### src/rtl/dijkstra_sssp_engine.sv
// Single-source shortest-path engine.
// The engine reads an N_NODES x N_NODES weight matrix over one Avalon-MM master,
// runs O(N^2) Dijkstra with on-chip distance and visited arrays, and writes the
// distance vector back to memory.
//
// Handshakes:
//   call   : start is accepted on any cycle where busy=0. graph/result/src are
//            captured on that cycle. busy rises the next cycle and stays high
//            until the return has been taken.
//   return : done=1 (with err valid) holds while stall=1. A cycle with done=1
//            and stall=0 completes the return; done/busy/err drop the next cycle.
//   avmm   : read/write are held with a stable address and writedata until a
//            cycle with waitrequest=0. At most one read is outstanding. After
//            the read is accepted, read drops and the engine waits for
//            readdatavalid. read and write are never high together.
module dijkstra_sssp_engine #(
  parameter int N_NODES = 16,
  parameter int DIST_W  = 32,
  parameter int ADDR_W  = 64
) (
  input  logic                  clock,
  input  logic                  reset,
  input  logic                  start,
  output logic                  busy,
  output logic                  done,
  input  logic                  stall,
  output logic                  err,
  input  logic [ADDR_W-1:0]     graph,
  input  logic [ADDR_W-1:0]     result,
  input  logic [31:0]           src,
  output logic [ADDR_W-1:0]     avmm_0_rw_address,
  output logic [DIST_W/8-1:0]   avmm_0_rw_byteenable,
  output logic                  avmm_0_rw_read,
  input  logic [DIST_W-1:0]     avmm_0_rw_readdata,
  input  logic                  avmm_0_rw_readdatavalid,
  input  logic                  avmm_0_rw_waitrequest,
  output logic                  avmm_0_rw_write,
  output logic [DIST_W-1:0]     avmm_0_rw_writedata
);

  localparam int                IDX_W = $clog2(N_NODES);
  localparam int                BYTES = DIST_W / 8;
  localparam logic [DIST_W-1:0] INF   = {DIST_W{1'b1}};
  localparam logic [IDX_W-1:0]  LAST  = IDX_W'(N_NODES - 1);

  // S_RELAX issues the (u,v) read, or skips v in one cycle.
  // S_RWAIT waits for the read data.
  typedef enum logic [2:0] {
    S_IDLE   = 3'd0,
    S_INIT   = 3'd1,
    S_SELECT = 3'd2,
    S_RELAX  = 3'd3,
    S_RWAIT  = 3'd4,
    S_WB     = 3'd5,
    S_DONE   = 3'd6
  } state_t;

  state_t              r_state;
  state_t              w_state_nxt;

  logic [ADDR_W-1:0]   r_graph;
  logic [ADDR_W-1:0]   r_result;
  logic [IDX_W-1:0]    r_src;
  logic                r_err;
  logic [IDX_W-1:0]    r_v;          // shared scan index for SELECT/RELAX/WB
  logic [IDX_W-1:0]    r_u;          // node being relaxed
  logic [DIST_W-1:0]   r_du;         // dist[u], frozen once u is visited
  logic                r_found;      // SELECT has seen an unvisited node
  logic [DIST_W-1:0]   r_min;
  logic [IDX_W-1:0]    r_min_idx;
  logic [DIST_W-1:0]   r_dist [N_NODES];
  logic [N_NODES-1:0]  r_visited;

  logic                w_v_last;
  logic                w_src_bad;
  logic [DIST_W-1:0]   w_dist_v;
  logic                w_sel_take;
  logic                w_fin_found;
  logic [DIST_W-1:0]   w_fin_min;
  logic [IDX_W-1:0]    w_fin_idx;
  logic                w_sel_go;
  logic                w_skip;
  logic [DIST_W:0]     w_sum;
  logic                w_upd;
  logic                w_adv;
  logic [ADDR_W-1:0]   w_rd_addr;
  logic [ADDR_W-1:0]   w_wr_addr;

  assign w_v_last  = (r_v == LAST);
  assign w_src_bad = (src >= 32'(N_NODES));
  assign w_dist_v  = r_dist[r_v];

  // Running minimum; strict '<' keeps the lowest index on ties.
  assign w_sel_take  = !r_visited[r_v] && (!r_found || (w_dist_v < r_min));
  assign w_fin_found = r_found || w_sel_take;
  assign w_fin_min   = w_sel_take ? w_dist_v : r_min;
  assign w_fin_idx   = w_sel_take ? r_v : r_min_idx;
  assign w_sel_go    = w_fin_found && (w_fin_min != INF);

  // u itself is already visited, so this also covers v == u.
  assign w_skip = r_visited[r_v] || (r_v == r_u);

  // One extra bit so a sum reaching INF is seen rather than wrapping.
  assign w_sum = {1'b0, r_du} + {1'b0, avmm_0_rw_readdata};
  assign w_upd = (avmm_0_rw_readdata != '0) &&
                 (w_sum < {1'b0, INF}) &&
                 (w_sum[DIST_W-1:0] < w_dist_v);

  assign w_adv = (r_state == S_SELECT) ||
                 ((r_state == S_RELAX) && w_skip) ||
                 ((r_state == S_RWAIT) && avmm_0_rw_readdatavalid) ||
                 ((r_state == S_WB) && !avmm_0_rw_waitrequest);

  assign w_rd_addr = r_graph +
                     (ADDR_W'(r_u) * ADDR_W'(N_NODES) + ADDR_W'(r_v)) * ADDR_W'(BYTES);
  assign w_wr_addr = r_result + ADDR_W'(r_v) * ADDR_W'(BYTES);

  // State register.
  always_ff @(posedge clock) begin
    if (reset) r_state <= S_IDLE;
    else       r_state <= w_state_nxt;
  end

  // Next-state logic.
  always_comb begin
    w_state_nxt = r_state;
    case (r_state)
      S_IDLE:   if (start) w_state_nxt = w_src_bad ? S_DONE : S_INIT;
      S_INIT:   w_state_nxt = S_SELECT;
      S_SELECT: if (w_v_last) w_state_nxt = w_sel_go ? S_RELAX : S_WB;
      S_RELAX: begin
        if (w_skip) begin
          if (w_v_last) w_state_nxt = S_SELECT;
        end else if (!avmm_0_rw_waitrequest) begin
          w_state_nxt = S_RWAIT;
        end
      end
      S_RWAIT:  if (avmm_0_rw_readdatavalid) w_state_nxt = w_v_last ? S_SELECT : S_RELAX;
      S_WB:     if (!avmm_0_rw_waitrequest && w_v_last) w_state_nxt = S_DONE;
      S_DONE:   if (!stall) w_state_nxt = S_IDLE;
      default:  w_state_nxt = S_IDLE;
    endcase
  end

  // Output decode from state and the current scan position.
  always_comb begin
    busy                 = 1'b1;
    done                 = 1'b0;
    err                  = 1'b0;
    avmm_0_rw_read       = 1'b0;
    avmm_0_rw_write      = 1'b0;
    avmm_0_rw_address    = '0;
    avmm_0_rw_writedata  = '0;
    avmm_0_rw_byteenable = '0;
    case (r_state)
      S_IDLE: busy = 1'b0;
      S_RELAX: begin
        if (!w_skip) begin
          avmm_0_rw_read       = 1'b1;
          avmm_0_rw_address    = w_rd_addr;
          avmm_0_rw_byteenable = '1;
        end
      end
      S_WB: begin
        avmm_0_rw_write      = 1'b1;
        avmm_0_rw_address    = w_wr_addr;
        avmm_0_rw_writedata  = w_dist_v;
        avmm_0_rw_byteenable = '1;
      end
      S_DONE: begin
        done = 1'b1;
        err  = r_err;
      end
      default: ;
    endcase
  end

  // Call arguments, scan index and SELECT bookkeeping.
  always_ff @(posedge clock) begin
    if (reset) begin
      r_graph   <= '0;
      r_result  <= '0;
      r_src     <= '0;
      r_err     <= 1'b0;
      r_v       <= '0;
      r_u       <= '0;
      r_du      <= '0;
      r_found   <= 1'b0;
      r_min     <= '0;
      r_min_idx <= '0;
    end else begin
      case (r_state)
        S_IDLE: begin
          if (start) begin
            r_graph  <= graph;
            r_result <= result;
            r_src    <= IDX_W'(src);
            r_err    <= w_src_bad;
          end
        end
        S_INIT: begin
          r_v     <= '0;
          r_found <= 1'b0;
        end
        S_SELECT: begin
          if (w_v_last) begin
            r_found <= 1'b0;
            r_u     <= w_fin_idx;
            r_du    <= w_fin_min;
          end else if (w_sel_take) begin
            r_found   <= 1'b1;
            r_min     <= w_dist_v;
            r_min_idx <= r_v;
          end
        end
        default: ;
      endcase
      if (w_adv) r_v <= w_v_last ? '0 : r_v + 1'b1;
    end
  end

  // Distance and visited arrays; contents are don't-care outside a call.
  always_ff @(posedge clock) begin
    if (r_state == S_INIT) begin
      for (int i = 0; i < N_NODES; i++) r_dist[i] <= INF;
      r_dist[r_src] <= '0;
      r_visited     <= '0;
    end else if ((r_state == S_SELECT) && w_v_last && w_sel_go) begin
      r_visited[w_fin_idx] <= 1'b1;
    end else if ((r_state == S_RWAIT) && avmm_0_rw_readdatavalid && w_upd) begin
      r_dist[r_v] <= w_sum[DIST_W-1:0];
    end
  end

endmodule

### config.mk
export PLATFORM = sky130hd
export DESIGN_NAME = dijkstra_sssp_engine
export DESIGN_NICKNAME = d
export VERILOG_FILES = /design/src/rtl/dijkstra_sssp_engine.sv
export SDC_FILE = /design/constraint.sdc
export NUM_CORES = 2
export LEC_CHECK = 0
export CAP_MARGIN = 20
export CELL_PAD_IN_SITES_DETAIL_PLACEMENT = 1
export CELL_PAD_IN_SITES_GLOBAL_PLACEMENT = 2
export CORE_UTILIZATION = 39
export CTS_CLUSTER_DIAMETER = 100
export CTS_CLUSTER_SIZE = 40
export DETAILED_ROUTE_END_ITERATION = 10
export PLACE_DENSITY = 0.92
export SYNTH_ARGS = -nofsm -noshare
export SYNTH_HDL_FRONTEND = slang
export SYNTH_SLANG_ARGS = --single-unit
export TNS_END_PERCENT = 1
### constraint.sdc
create_clock -name clock -period 7.8 [get_ports clock]
set_input_delay 0.78 -clock clock [delete_from_list [all_inputs] [get_ports clock]]
set_output_delay 0.78 -clock clock [all_outputs]
set_load 0.1 [all_outputs]
### Yosys cells after proc, flatten, opt, wreduce, memory -nomap -nowiden

Memories as Yosys holds them, arrays and structs flattened. A register that Yosys moved wholly into a read port is not among the register bits.
Cells that the tools add are included.

| word-level totals | value |
|---|---|
| bits in registers | 229 |
| RAM bits | 512 |
| input bits | 198 |
| output and inout port bits | 105 |
| logic and storage cells | 121 |
| memories | 1 |

Memory list:

| name | depth | width | rd ports | clocked after Yosys merged registers in | write ports | line | text |
|---|---|---|---|---|---|---|---|
| r_dist | 16 | 32 | 1 | 1 | 17 | 71 | `logic [DIST_W-1:0] r_dist [N_NODES];` |

| cells by class | value |
|---|---|
| add/sub/neg operators | 5 |
| order comparisons | 7 |
| equal/unequal tests | 17 |
| muxes and demuxes | 46 |
| bitwise gates (word level) | 2 |
| reduce and logical (&&, ||, !) cells | 31 |

Operators by type and width:

| operator | count |
|---|---|
| case mux 64 bit (2 select lines) | 1 |
| two-way mux 32 bit | 3 |
| adder 64 x 11 -> 64 bit | 1 |
| adder 64 x 6 -> 64 bit | 1 |
| less-than comparator 32 bit | 2 |
| two-way mux 64 bit | 1 |
| adder 32 x 32 -> 33 bit | 1 |
| less-than comparator 33 x 32 -> 1 bit, second input constant | 1 |
| >= comparator 32 x 5 -> 1 bit, second input constant | 1 |
| two-way mux 4 bit | 8 |
| inequality test 32 bit, second input constant | 1 |
| nonzero test 32 bit | 1 |
| OR reduction 32 bit | 1 |
| two-way mux 3 bit | 10 |
| case mux 3 bit (7 select lines) | 1 |
| two-way mux 1 bit | 18 |
| bitwise OR 16 bit | 1 |
| logical AND 1 bit | 12 |
| less-than comparator 4 x 5 -> 1 bit, second input constant | 2 |
| adder 8 x 4 -> 9 bit | 1 |
| == test 3 bit, second input constant | 3 |
| inequality test 3 bit, second input constant | 3 |
| inequality test 2 bit, second input constant | 4 |
| case mux 4 bit (2 select lines) | 1 |
| 17 further kinds | 29 |

### Logic depth before layout (Yosys ltp)

| logic depth | value |
|---|---|
| depth in word-level cells | 13 |
| mapped depth | 24 |
| depth with buffers taken out | 22 |

### Worst setup path before layout

OpenSTA, ideal clock, no wires.

| path | value |
|---|---|
| kind | input to register |
| start | in avmm_0_rw_readdata[20] |
| end | mem r_dist[11][0], enable pin |
| library setup time | 0.421 ns |
| arrival | 6.529 ns |
| data required time | 7.379 ns |
| path slack | 0.850 ns |
| stages on the path | 22 |
| path buffers | 2 |
| cells stage by stage | ha_1 a21o_1 a311oi_1 o21bai_1 a221oi_1 nor2b_1 a211o_1 xnor2_1 clkbuf_1 inv_1 ha_1 a21o_1 a21oi_1 o22ai_1 a211oi_1 o221ai_1 a221oi_1 o211ai_1 buf_4 nor4_2 nor2_1 nor2_1 |

RTL lines:

| item | line | text |
|---|---|---|
| start: declaration | 34 | `input logic [DIST_W-1:0] avmm_0_rw_readdata,` |
| end: declaration | 71 |  |

### Final worst setup path

| path | value |
|---|---|
| start | reg r_v[0] |
| end | out avmm_0_rw_address[41] |

| on the way | value |
|---|---|
| longest elaborated chain between the ends | 5 |
| elaborated cells between the ends (all ways) | 9 |
| those cells by class | add/sub: 3; eq/ne: 1; mux: 4; reduce/logical: 1 |

Ends and longest elaborated chain:

| item | line | text |
|---|---|---|
| start: declaration | 65 | `logic [IDX_W-1:0] r_v;` |
| start signal: assignment | 218 | `if (w_adv) r_v <= w_v_last ? '0 : r_v + 1'b1;` |
| branches (longest 4 deep; another with adder 64 x 11 -> 64 bit) | -- |  |
| case mux 64 bit (2 select lines) * | 155 | `case (r_state)` |
| end: declaration | 31 | `output logic [ADDR_W-1:0] avmm_0_rw_address,` |

Every way passes the cells marked *. The select of a mux whose other input is x is not followed.

==> reports/metrics.cfg <==
[run_status]
status=finished, final reports clean

[logic_synthesis]
synth_area_leaders=edfxtp_1 (40%), dfxtp_1 (12%), a21oi_1 (10%)
yosysWarnings=0
seq_area_frac_synth_pct=52.1
synth.avg_cell_area_um2=10.6
synth_cells=3618
yosys.area.top_type=edfxtp_1
yosysMostFrequentCell=a21oi_1
ys_types=79
yosysTopAreaCellShare_pct=40.0
synth_edf_count=512
syn_area_um2=38400
synth_common_cells=a21oi_1 (766), edfxtp_1 (512), nand2_1 (447), dfxtp_1 (233), clkbuf_1 (230)
syn_nets=3926
ys.flop_type=edfxtp_1
async_reset_ff_share_pct=0
ys_ff_latch=745

[setup_path]
cp-endpoint=avmm_0_rw_address[41]
cp_data_arrival_time_ps=5750
worst-path-stages=12
critPathLaunch=r_v[0]
critPathBufInv=1
cp_max_fo=14
cp_top_family=simple AND/OR/NAND/NOR gates
cp_slowest_cell=clkdlybuf4s50_1
cp.required_ps=7020
start_kind=flip-flop
worst_setup_path_end_kind=primary output
reg2reg_from=r_du[0]
reg2regPathDepth=23
path_cells=ha_1 -> a21o_1 -> a21oi_1 -> o21bai_1 -> a21oi_1 -> o21bai_1 -> a41oi_1 -> nor3_1 -> nand3_1 -> xor2_1 -> o22ai_1 -> clkdlybuf4s50_1
worst-setup-path-type=reg -> out
crit_path_max_incr_delay_ps=1200
r2r-end=r_dist[9][16]
r2r_slack_ps=1560

[detailed_routing]
wirelength_mm=139
drt_iter0_drc=3892
drtAntennaViolNets=0
drt_pass1_iterations=6
via_per_inst=6.12
via_count=31200
wire_per_inst_um=27.4
drc=0

[timing]
setup_viol=0
period_needed_ps=6530
clock_skew_ps=106
min_period_over_period_pct=83.8
max_freq_mhz=153
hold_violations=0
slew_viol_final=0
rsz0062_at_grt=no
hold-worst-slack_ps=453
tns_ps=0
fin_ws_ps=1270
relSlewSlack_pct=18.0
tightest_slew_ps=1220

[cts]
cts_num_sinks=745
post-cts-setup-buffers=0
clk_pin_slew_ps=120
cts_hold_buf=0
cts_root_buf=clkbuf_16
cts_tree=built
cts_buffer_depth=3
clk_latency_ps=730
cts_max_level=1
cts-buffers-inserted=30
post_cts_resized=0

[grt]
grt_pass1_vias=31700
grt_use_total_pct=27.4
overflow=0
grtUsageMet1_pct=37.7
antenna_found_initial=12
grt_use_met2_pct=44.8
busiest_layer=met2
grtUsageMet3_pct=4.54
grt_max_degree=99
grt_pass1_wl_mm=206

[placement]
port_buffers=302
dpl_worst_slack_ps=776
placed_area_um2=43200
routabilityCongestion=0.901
dp_hpwl_mm=102

[die]
io_pins=303
die_area_um2=99800
dieWidth_um=316
initial_core_util_pct=39.6
coreArea_um2=97100
die_h_um=316
rows=114

[min_path]
min-delay-start=r_visited[13]
min_path_type=reg -> reg

[layout]
fillers=10600
nNetsFinal=4087
post-route-util_pct=45.6
fin_area_um2=44300
drive_above_1_share_pct=10.5
synthToLayoutAreaGrowth_pct=15.3

[pwr]
power_density_nw_per_um2=252
p_leak_nw=12.3
peakVddDrop_v=0.000232

[job]
cap_viol_max_count=0

==> cells in the final DEF, fill, tap and decap left out, drive strengths merged, types with 9 or more instances in the layout <==
master,instances
nand3,65
ha,107
o22ai,64
a211oi,46
a31oi,16
and4,11
nand2b,10
xnor2,53
a21oi,767
nor2b,17
nor3,32
clkinv,9
mux4,163
nand2,447
clkbuf,37
o21ai,56
nor4,34
nand4,55
edfxtp,512
and2,13
buf,118
nor2,228
o211ai,9
a21o,31
inv,138
xor2,97
clkdlybuf4s50,300
and3,34
dfxtp,233
==> power breakdown <==
group	total (mW)	internal, mW	switching [mW]
Sequential	5.07	4.65	0.424
Clock	2.24	0.824	1.41
Combinational	3.88	1.34	2.54
Total	11.2	6.82	4.37
==> how the worst min path moves through the flow <==
| stage | slack [ps] | cells past startpoint | endpoint |
|---|---|---|---|
| after floorplan | 420 | 2 | r_visited[10] |
| after global placement | 430 | 2 | r_visited[1] |
| after detailed placement | 440 | 2 | r_visited[13] |
| after CTS | 460 | 2 | r_visited[13] |
| after global routing | 490 | 2 | r_visited[13] |
| final | 450 | 2 | r_visited[13] |
==> cells by family (layout without fill, tap and decap cells) <==
kind of cell / count (synthesis) / count (layout) / synth area share [%]
xor gates and xnor gates: 150 / 150 / 3.44
buffers and inverters: 420 / 605 / 4.47
and+or+nand+nor: 978 / 978 / 11.5
AOI/OAI and AO/OA: 1045 / 1045 / 15.1
adders and majority gates: 110 / 110 / 3.64
other: 0 / 8 / 0
muxes: 170 / 170 / 9.74
DFF: 745 / 745 / 52.1
==> routing by layer <==
layer	part of all wire (%)	routed length, µm
met2	47	65900
met4	2.7	3830
met1	41	57100
met5	0.0093	13
met3	9.1	12700
==> flip-flops by register name (all words and copies together), names as in the netlist, named ones only <==
register and flops:
r_min 32, r_result 64, r_u 4, r_graph 64, r_dist 512, r_found 1
r_min_idx 4, r_err 1, r_src 4, r_state 3, r_du 32, r_visited 16
r_v 4
==> through the flow <==
stage	total power [mW]	instances
6_report	11.2	5087
5_1_grt	11.6	5087
4_1_cts	11.1	5076
3_5_place_dp	8.96	5020
3_3_place_gp	8.84	5019
2_1_floorplan	7.50	3618
==> worst register-to-register path: stages (launching register included) <==
cell       delay [ps]
dfxtp_1           400
ha_1              180
inv_1              50
fa_1              410
and2b_1           240
o31ai_2           100
a32o_1            320
o221a_1           320
o211ai_1          260
a2bb2oi_1         250
xor2_1            440
ha_1              350
nand4_1           120
nor3_1             90
and2_1            190
nand4_1           200
nor4_1             90
a221oi_1          270
o211ai_1          130
buf_4             250
or3_1             420
nor2_2            150
o21ba_2           450
buf_12            240
==> layout make-up <==
type | instances | area, µm² | share of cell area, %
sequential | 745 | 20000 | 45.2
timing repair buffer | 418 | 4100 | 9.25
inverter | 131 | 492 | 1.11
multi-input combinational | 2453 | 17000 | 38.3
clock buffer | 37 | 797 | 1.80
clock inverter | 19 | 313 | 0.706
antenna | 8 | 20.0 | 0.0452
tap | 1276 | 1600 | 3.60
Power figures use the tool's default switching activity.
